**config.mk**
```make
export PLATFORM = sky130hd
export DESIGN_NAME = seq_alu
export DESIGN_NICKNAME = d
export VERILOG_FILES = /design/src/rtl/seq_alu.sv
export SDC_FILE = /design/constraint.sdc
export NUM_CORES = 1
export LEC_CHECK = 0
export CORE_ASPECT_RATIO = 0.8
export CORE_MARGIN = 2
export CORE_UTILIZATION = 50
export DETAILED_ROUTE_END_ITERATION = 10
export GPL_TIMING_DRIVEN = 0
export PLACE_DENSITY = 0.69
export REMOVE_ABC_BUFFERS = 1
export SYNTH_ARGS = -nofsm -noshare
export SYNTH_HDL_FRONTEND = slang
export SYNTH_SLANG_ARGS = --single-unit
```
**constraint.sdc**
```tcl
create_clock -name clk -period 8.1 [get_ports clk]
set_input_delay 1.215 -clock clk [delete_from_list [all_inputs] [get_ports clk]]
set_output_delay 1.215 -clock clk [all_outputs]
set_load 0.1 [all_outputs]
```
**src/rtl/seq_alu.sv**
```systemverilog
// seq_alu: registered ALU with single-cycle logic/arith/shift ops and an
// iterative unsigned multiply (shift-add) and restoring divide that stall
// the issuing stage through a valid/ready handshake.
module seq_alu #(
    parameter int WIDTH = 32,
    parameter int SHW   = $clog2(WIDTH)
) (
    input  logic             clk,
    input  logic             rst,
    input  logic             in_valid,
    output logic             in_ready,
    input  logic [3:0]       cmd,
    input  logic [WIDTH-1:0] in1,
    input  logic [WIDTH-1:0] in2,
    output logic             out_valid,
    output logic [WIDTH-1:0] result,
    output logic [WIDTH-1:0] result_hi,
    output logic             zero,
    output logic             ovf
);

    localparam logic [3:0] CMD_ADD  = 4'b0000;
    localparam logic [3:0] CMD_SUB  = 4'b0010;
    localparam logic [3:0] CMD_AND  = 4'b0100;
    localparam logic [3:0] CMD_OR   = 4'b0101;
    localparam logic [3:0] CMD_NOR  = 4'b0110;
    localparam logic [3:0] CMD_XOR  = 4'b0111;
    localparam logic [3:0] CMD_SLL  = 4'b1000;
    localparam logic [3:0] CMD_SRA  = 4'b1001;
    localparam logic [3:0] CMD_SRL  = 4'b1010;
    localparam logic [3:0] CMD_MULU = 4'b1100;
    localparam logic [3:0] CMD_DIVU = 4'b1110;

    localparam logic [SHW-1:0] LAST_STEP = SHW'(WIDTH - 1);

    typedef enum logic {IDLE, BUSY} state_t;

    state_t             state_q;
    logic [SHW-1:0]     cnt_q;
    logic               is_div_q;
    // acc: product high word / partial remainder
    // lo : multiplier being consumed / dividend shifting out, quotient in
    // opb: multiplicand / divisor
    logic [WIDTH-1:0]   acc_q, lo_q, opb_q;
    logic               out_valid_q, zero_q, ovf_q;
    logic [WIDTH-1:0]   result_q, result_hi_q;

    logic [WIDTH-1:0]        sum, diff, sc_res, sc_hi;
    logic                    sc_ovf, start_multi;
    logic [SHW-1:0]          shamt;
    logic signed [WIDTH-1:0] in1_s;
    logic [WIDTH:0]          mul_sum, div_sh, div_diff;
    logic [WIDTH-1:0]        acc_d, lo_d;

    assign shamt    = in2[SHW-1:0];
    assign in1_s    = in1;
    assign in_ready = (state_q == IDLE);

    assign out_valid = out_valid_q;
    assign result    = result_q;
    assign result_hi = result_hi_q;
    assign zero      = zero_q;
    assign ovf       = ovf_q;

    // Iterative ops leave the single-cycle path; divide by zero does not.
    assign start_multi = (cmd == CMD_MULU) || ((cmd == CMD_DIVU) && (in2 != '0));

    // Single-cycle result, high word and overflow for the command on the inputs.
    always_comb begin
        sum    = in1 + in2;
        diff   = in1 - in2;
        sc_res = '0;
        sc_hi  = '0;
        sc_ovf = 1'b0;
        case (cmd)
            CMD_ADD: begin
                sc_res = sum;
                sc_ovf = (in1[WIDTH-1] == in2[WIDTH-1]) && (sum[WIDTH-1] != in1[WIDTH-1]);
            end
            CMD_SUB: begin
                sc_res = diff;
                sc_ovf = (in1[WIDTH-1] != in2[WIDTH-1]) && (diff[WIDTH-1] != in1[WIDTH-1]);
            end
            CMD_AND: sc_res = in1 & in2;
            CMD_OR:  sc_res = in1 | in2;
            CMD_NOR: sc_res = ~(in1 | in2);
            CMD_XOR: sc_res = in1 ^ in2;
            CMD_SLL: sc_res = in1 << shamt;
            CMD_SRL: sc_res = in1 >> shamt;
            CMD_SRA: sc_res = in1_s >>> shamt;
            CMD_DIVU: begin
                // Only reaches here with a zero divisor.
                sc_res = '1;
                sc_hi  = in1;
            end
            default: begin
                sc_res = '0;
                sc_hi  = '0;
            end
        endcase
    end

    // One shift-add (multiply) or shift-subtract (restoring divide) step.
    always_comb begin
        mul_sum  = {1'b0, acc_q} + (lo_q[0] ? {1'b0, opb_q} : '0);
        div_sh   = {acc_q, lo_q[WIDTH-1]};
        div_diff = div_sh - {1'b0, opb_q};
        if (is_div_q) begin
            // Partial remainder stays below the divisor, so a negative
            // difference always shows up in the top bit.
            acc_d = div_diff[WIDTH] ? div_sh[WIDTH-1:0] : div_diff[WIDTH-1:0];
            lo_d  = {lo_q[WIDTH-2:0], ~div_diff[WIDTH]};
        end else begin
            acc_d = mul_sum[WIDTH:1];
            lo_d  = {mul_sum[0], lo_q[WIDTH-1:1]};
        end
    end

    // Control FSM, iteration state and registered outputs.
    always_ff @(posedge clk or negedge rst) begin
        if (!rst) begin
            state_q     <= IDLE;
            cnt_q       <= '0;
            is_div_q    <= 1'b0;
            acc_q       <= '0;
            lo_q        <= '0;
            opb_q       <= '0;
            out_valid_q <= 1'b0;
            result_q    <= '0;
            result_hi_q <= '0;
            zero_q      <= 1'b0;
            ovf_q       <= 1'b0;
        end else begin
            out_valid_q <= 1'b0;
            case (state_q)
                IDLE: begin
                    if (in_valid) begin
                        if (start_multi) begin
                            acc_q    <= '0;
                            lo_q     <= in1;
                            opb_q    <= in2;
                            is_div_q <= (cmd == CMD_DIVU);
                            cnt_q    <= '0;
                            state_q  <= BUSY;
                        end else begin
                            result_q    <= sc_res;
                            result_hi_q <= sc_hi;
                            zero_q      <= (sc_res == '0);
                            ovf_q       <= sc_ovf;
                            out_valid_q <= 1'b1;
                        end
                    end
                end
                BUSY: begin
                    acc_q <= acc_d;
                    lo_q  <= lo_d;
                    cnt_q <= cnt_q + 1'b1;
                    if (cnt_q == LAST_STEP) begin
                        // Final step: low word/quotient in lo, high word/remainder in acc.
                        result_q    <= lo_d;
                        result_hi_q <= acc_d;
                        zero_q      <= (lo_d == '0);
                        ovf_q       <= 1'b0;
                        out_valid_q <= 1'b1;
                        cnt_q       <= '0;
                        state_q     <= IDLE;
                    end
                end
                default: state_q <= IDLE;
            endcase
        end
    end

endmodule

```
==> results of run 1 <==
[path summary, 6_finish.rpt]
path                            endpoint  slack, ns           from  cells after the start
setup / recovery                    zero       0.30         in2[8]                     15
hold / removal             result_hi[13]       0.52  result_hi[13]                      1
setup reg to reg                    zero       2.29        state_q                     12
hold reg to reg            result_hi[13]       0.52  result_hi[13]                      1
max in group asynchronous       is_div_q       6.46            rst                      2
min in group asynchronous      opb_q[28]       0.65            rst                      1
[flip-flops by register name, indices dropped and copies added (netlist names)]
register and cells:
state_q 1, acc_q 32, cnt_q 5, zero 1, opb_q 32, is_div_q 1, result 32, ovf 1
out_valid 1, lo_q 32, result_hi 32
[per-layer routing]
metal,routed length [µm],up-vias
met5,32,-
met3,12590,192
met1,43570,11673
met2,39370,1516
met4,3253,6
li1,-,10307
[layout make-up]
class	count	share of cell area (%)
sequential	170	17.96
timing repair buffer	164	7.324
clock inverter	13	0.6591
multi-input combinational	2281	66.94
clock buffer	19	1.866
tap	560	2.953
antenna	1	0.01055
inverter	145	2.294
[critical path: stages]
cell and delay [ns]:
clkdlybuf4s50_1 0.58, nor4_1 1.16, nand4_1 0.22, nor4_2 0.79
nor3_1 0.23, nor3b_4 0.86, nor2_4 0.20, inv_2 0.22
o2111ai_1 0.15, nor4_2 0.30, nand4bb_1 0.17, or4_1 0.49
or4_1 0.43, nor4_1 0.89, a221o_1 0.27
[power groups by stage]
| stage | clock [W] | combinational (W) | sequential (W) |
|---|---|---|---|
| 2_1_floorplan | 0 | 0.00320 | 0.00273 |
| 3_3_place_gp | 0 | 0.00573 | 0.00169 |
| 3_5_place_dp | 0 | 0.00582 | 0.00170 |
| 4_1_cts | 0.000866 | 0.00588 | 0.00170 |
| 5_1_grt | 0.000899 | 0.00640 | 0.00176 |
| 6_report | 0.000860 | 0.00599 | 0.00172 |
[cell families after synthesis]
family	after synthesis
AO/OA/AOI/OAI	980
XOR/XNOR	68
adder cells (fa/ha/maj)	175
buffers and inverters	354
flip-flops	170
multiplexers	211
AND/OR/NAND/NOR	847
[stage by stage]
step	cell area, µm²	std cells	hold WS (ns)	utilization (%)
after global routing	23730	3352	0.5462	55.22
final	23730	3353	0.5153	55.23
after detailed placement	23100	3319	0.4983	53.76
after global placement	22700	3294	0.4908	52.84
after floorplan	20620	2596	0.4678	-
after CTS	23700	3351	0.5218	55.16
[cells in the final DEF (no fill, tap or decap), types with 38 or more instances in the layout]
master           count
nand2_1            297
mux2_2              42
a21o_1              52
o21ai_0            198
nand3_1             57
dfrtp_1            168
mux2i_1            131
nor2b_1             49
clkdlybuf4s50_1    128
inv_1              139
and2_1              45
o22ai_1             48
a211oi_1            45
o211ai_1            42
xnor2_1             47
a21oi_1            281
nor3_1              44
a31oi_1             38
ha_1               171
nor2_1             195
==> impl_metrics.tcl, run 1 <==
set metrics [dict create \
    htree_levels 4 \
    synth_top_family_by_area "compound AO/OA/AOI/OAI gates" \
    comb_power_share_pct 69.9 \
    wire_per_inst_um 29.47 \
    clkPwrFrac_pct 10.0 \
    power_w 0.008571 \
    viasPerCell 7.067 \
    arrival_ns 8.18 \
    nNetsFinal 3025 \
    synth.distinct_cells 95 \
    synth-edff-count 0 \
    cts_setup_buffers 0 \
    synth_most_common_cell "nand2_1" \
    ys_seq_area_share_pct 19.64 \
    io_buffers 138 \
    antenna_left 0 \
    hold_violations 0 \
    clock_path_buffers 2 \
    num_io_pins 139 \
    post-place-ws_ns 0.08774 \
    fp-row-count 68 \
    grt_max_degree 117 \
    die_h_um 190.2 \
    drive_above_1_share_pct 7.235 \
    finalCritPeriodShare_pct 96.25 \
    p_switching_w 0.004733 \
    synthArstFlopShare_pct 100.0 \
    yosys.area_share.xor_xnor_pct 2.750 \
    root_buffer "clkbuf_16" \
    worstPathMaxFanout 16 \
    p_leak_nw 9.937 \
    synth_fa_ha_area_share_pct 10.25 \
    cp_data_required_time_ns 8.48 \
    n_fill_cell 4088 \
    hold_path.class "register to register" \
    met3_usage_pct 12.70 \
    synth-compound-area-share_pct 29.35 \
    drt_pre_antenna_iters 7 \
    ff_latch_area_mm2 0.004262 \
    hpwlAfterDp_um 74800 \
    initial_core_util_pct 50.40 \
    final-max-slew-violation-count 36 \
    clock-sinks 170 \
    setup_ws_ns 0.3039 \
    antenna_found_initial 3 \
    drtIter0Drc 3311 \
    drv_cap 3 \
    synthMuxAreaShare_pct 11.95 \
    synth_largest_area_cell "dfrtp_1" \
    vias 23694 \
    fmax_mhz 128.3 \
    syn_inst 2805 \
    violations "max-capacitance violations, max-slew violations" \
    area_growth_pct 9.573 \
    core_area_mm2 0.04297 \
    drc_errors 0 \
    powerDensity_mw_per_mm2 361.2 \
    critPathLaunchType "primary input" \
    syn_avg_cell_area_um2 7.721 \
    synthTopCellsByCount "nand2_1, a21oi_1, o21ai_0" \
    intPower_w 0.003838 \
    die_x_um 236.7 \
    place_congestion 1.035 \
    peakVddDrop_v 0.0003965 \
    skew_ns 0.01213 \
    period_needed_ns 7.796 \
    end_kind "register" \
    synthTopCellsByArea "dfrtp_1, ha_1, a21oi_1" \
    tightest_slew_ns 1.544 \
    ys_ff_latch 170 \
    grt_pass1_vias 21562 \
    top_usage_layer "met1" \
    dieArea_mm2 0.04501 \
    yosys.area_share.simple_pct 18.76 \
    use_met2_pct 59.57 \
    clk_latency_ns 0.45 \
    grt-ovfl-total 0 \
    tns_ns 0 \
    use_met1_pct 62.77 \
    finalWirelength_um 98810 \
    path_class "primary input to register" \
    cts_resized 0 \
    cts_hold_buf 0 \
    yosys.area.top_type_share_pct 19.64 \
    cts_made_buffers 17 \
    switching_share_pct 55.22 \
    grtUsageTotal_pct 42.65 \
    path_clk_slew_ns 0.07 \
    yosys_most_used_dff "dfrtp_1" \
    grt_pass1_wl_um 143500 \
    multi_input_area_mm2 0.01588 \
    cts_tree "yes" \
    slew_headroom_pct -3.850 \
    ys_warn_count 0 \
    syn_area_mm2 0.02166 \
    status "finished, violations left" \
    setup_viol 0 \
    rsz0062_at_grt "false" \
    seq_power_share_pct 20.0 \
]
No activity file was read; power rests on OpenSTA's default activity.
==> run 2, diff against run 1 <==
--- a/config.mk
+++ b/config.mk
@@ -12,6 +12,7 @@
 export GPL_TIMING_DRIVEN = 0
 export PLACE_DENSITY = 0.69
 export REMOVE_ABC_BUFFERS = 1
+export SKIP_LAST_GASP = 1
 export SYNTH_ARGS = -nofsm -noshare
 export SYNTH_HDL_FRONTEND = slang
 export SYNTH_SLANG_ARGS = --single-unit
==> results of run 2 <==
Same layout as run 1: the final DEF is identical, and so are final timing and power.
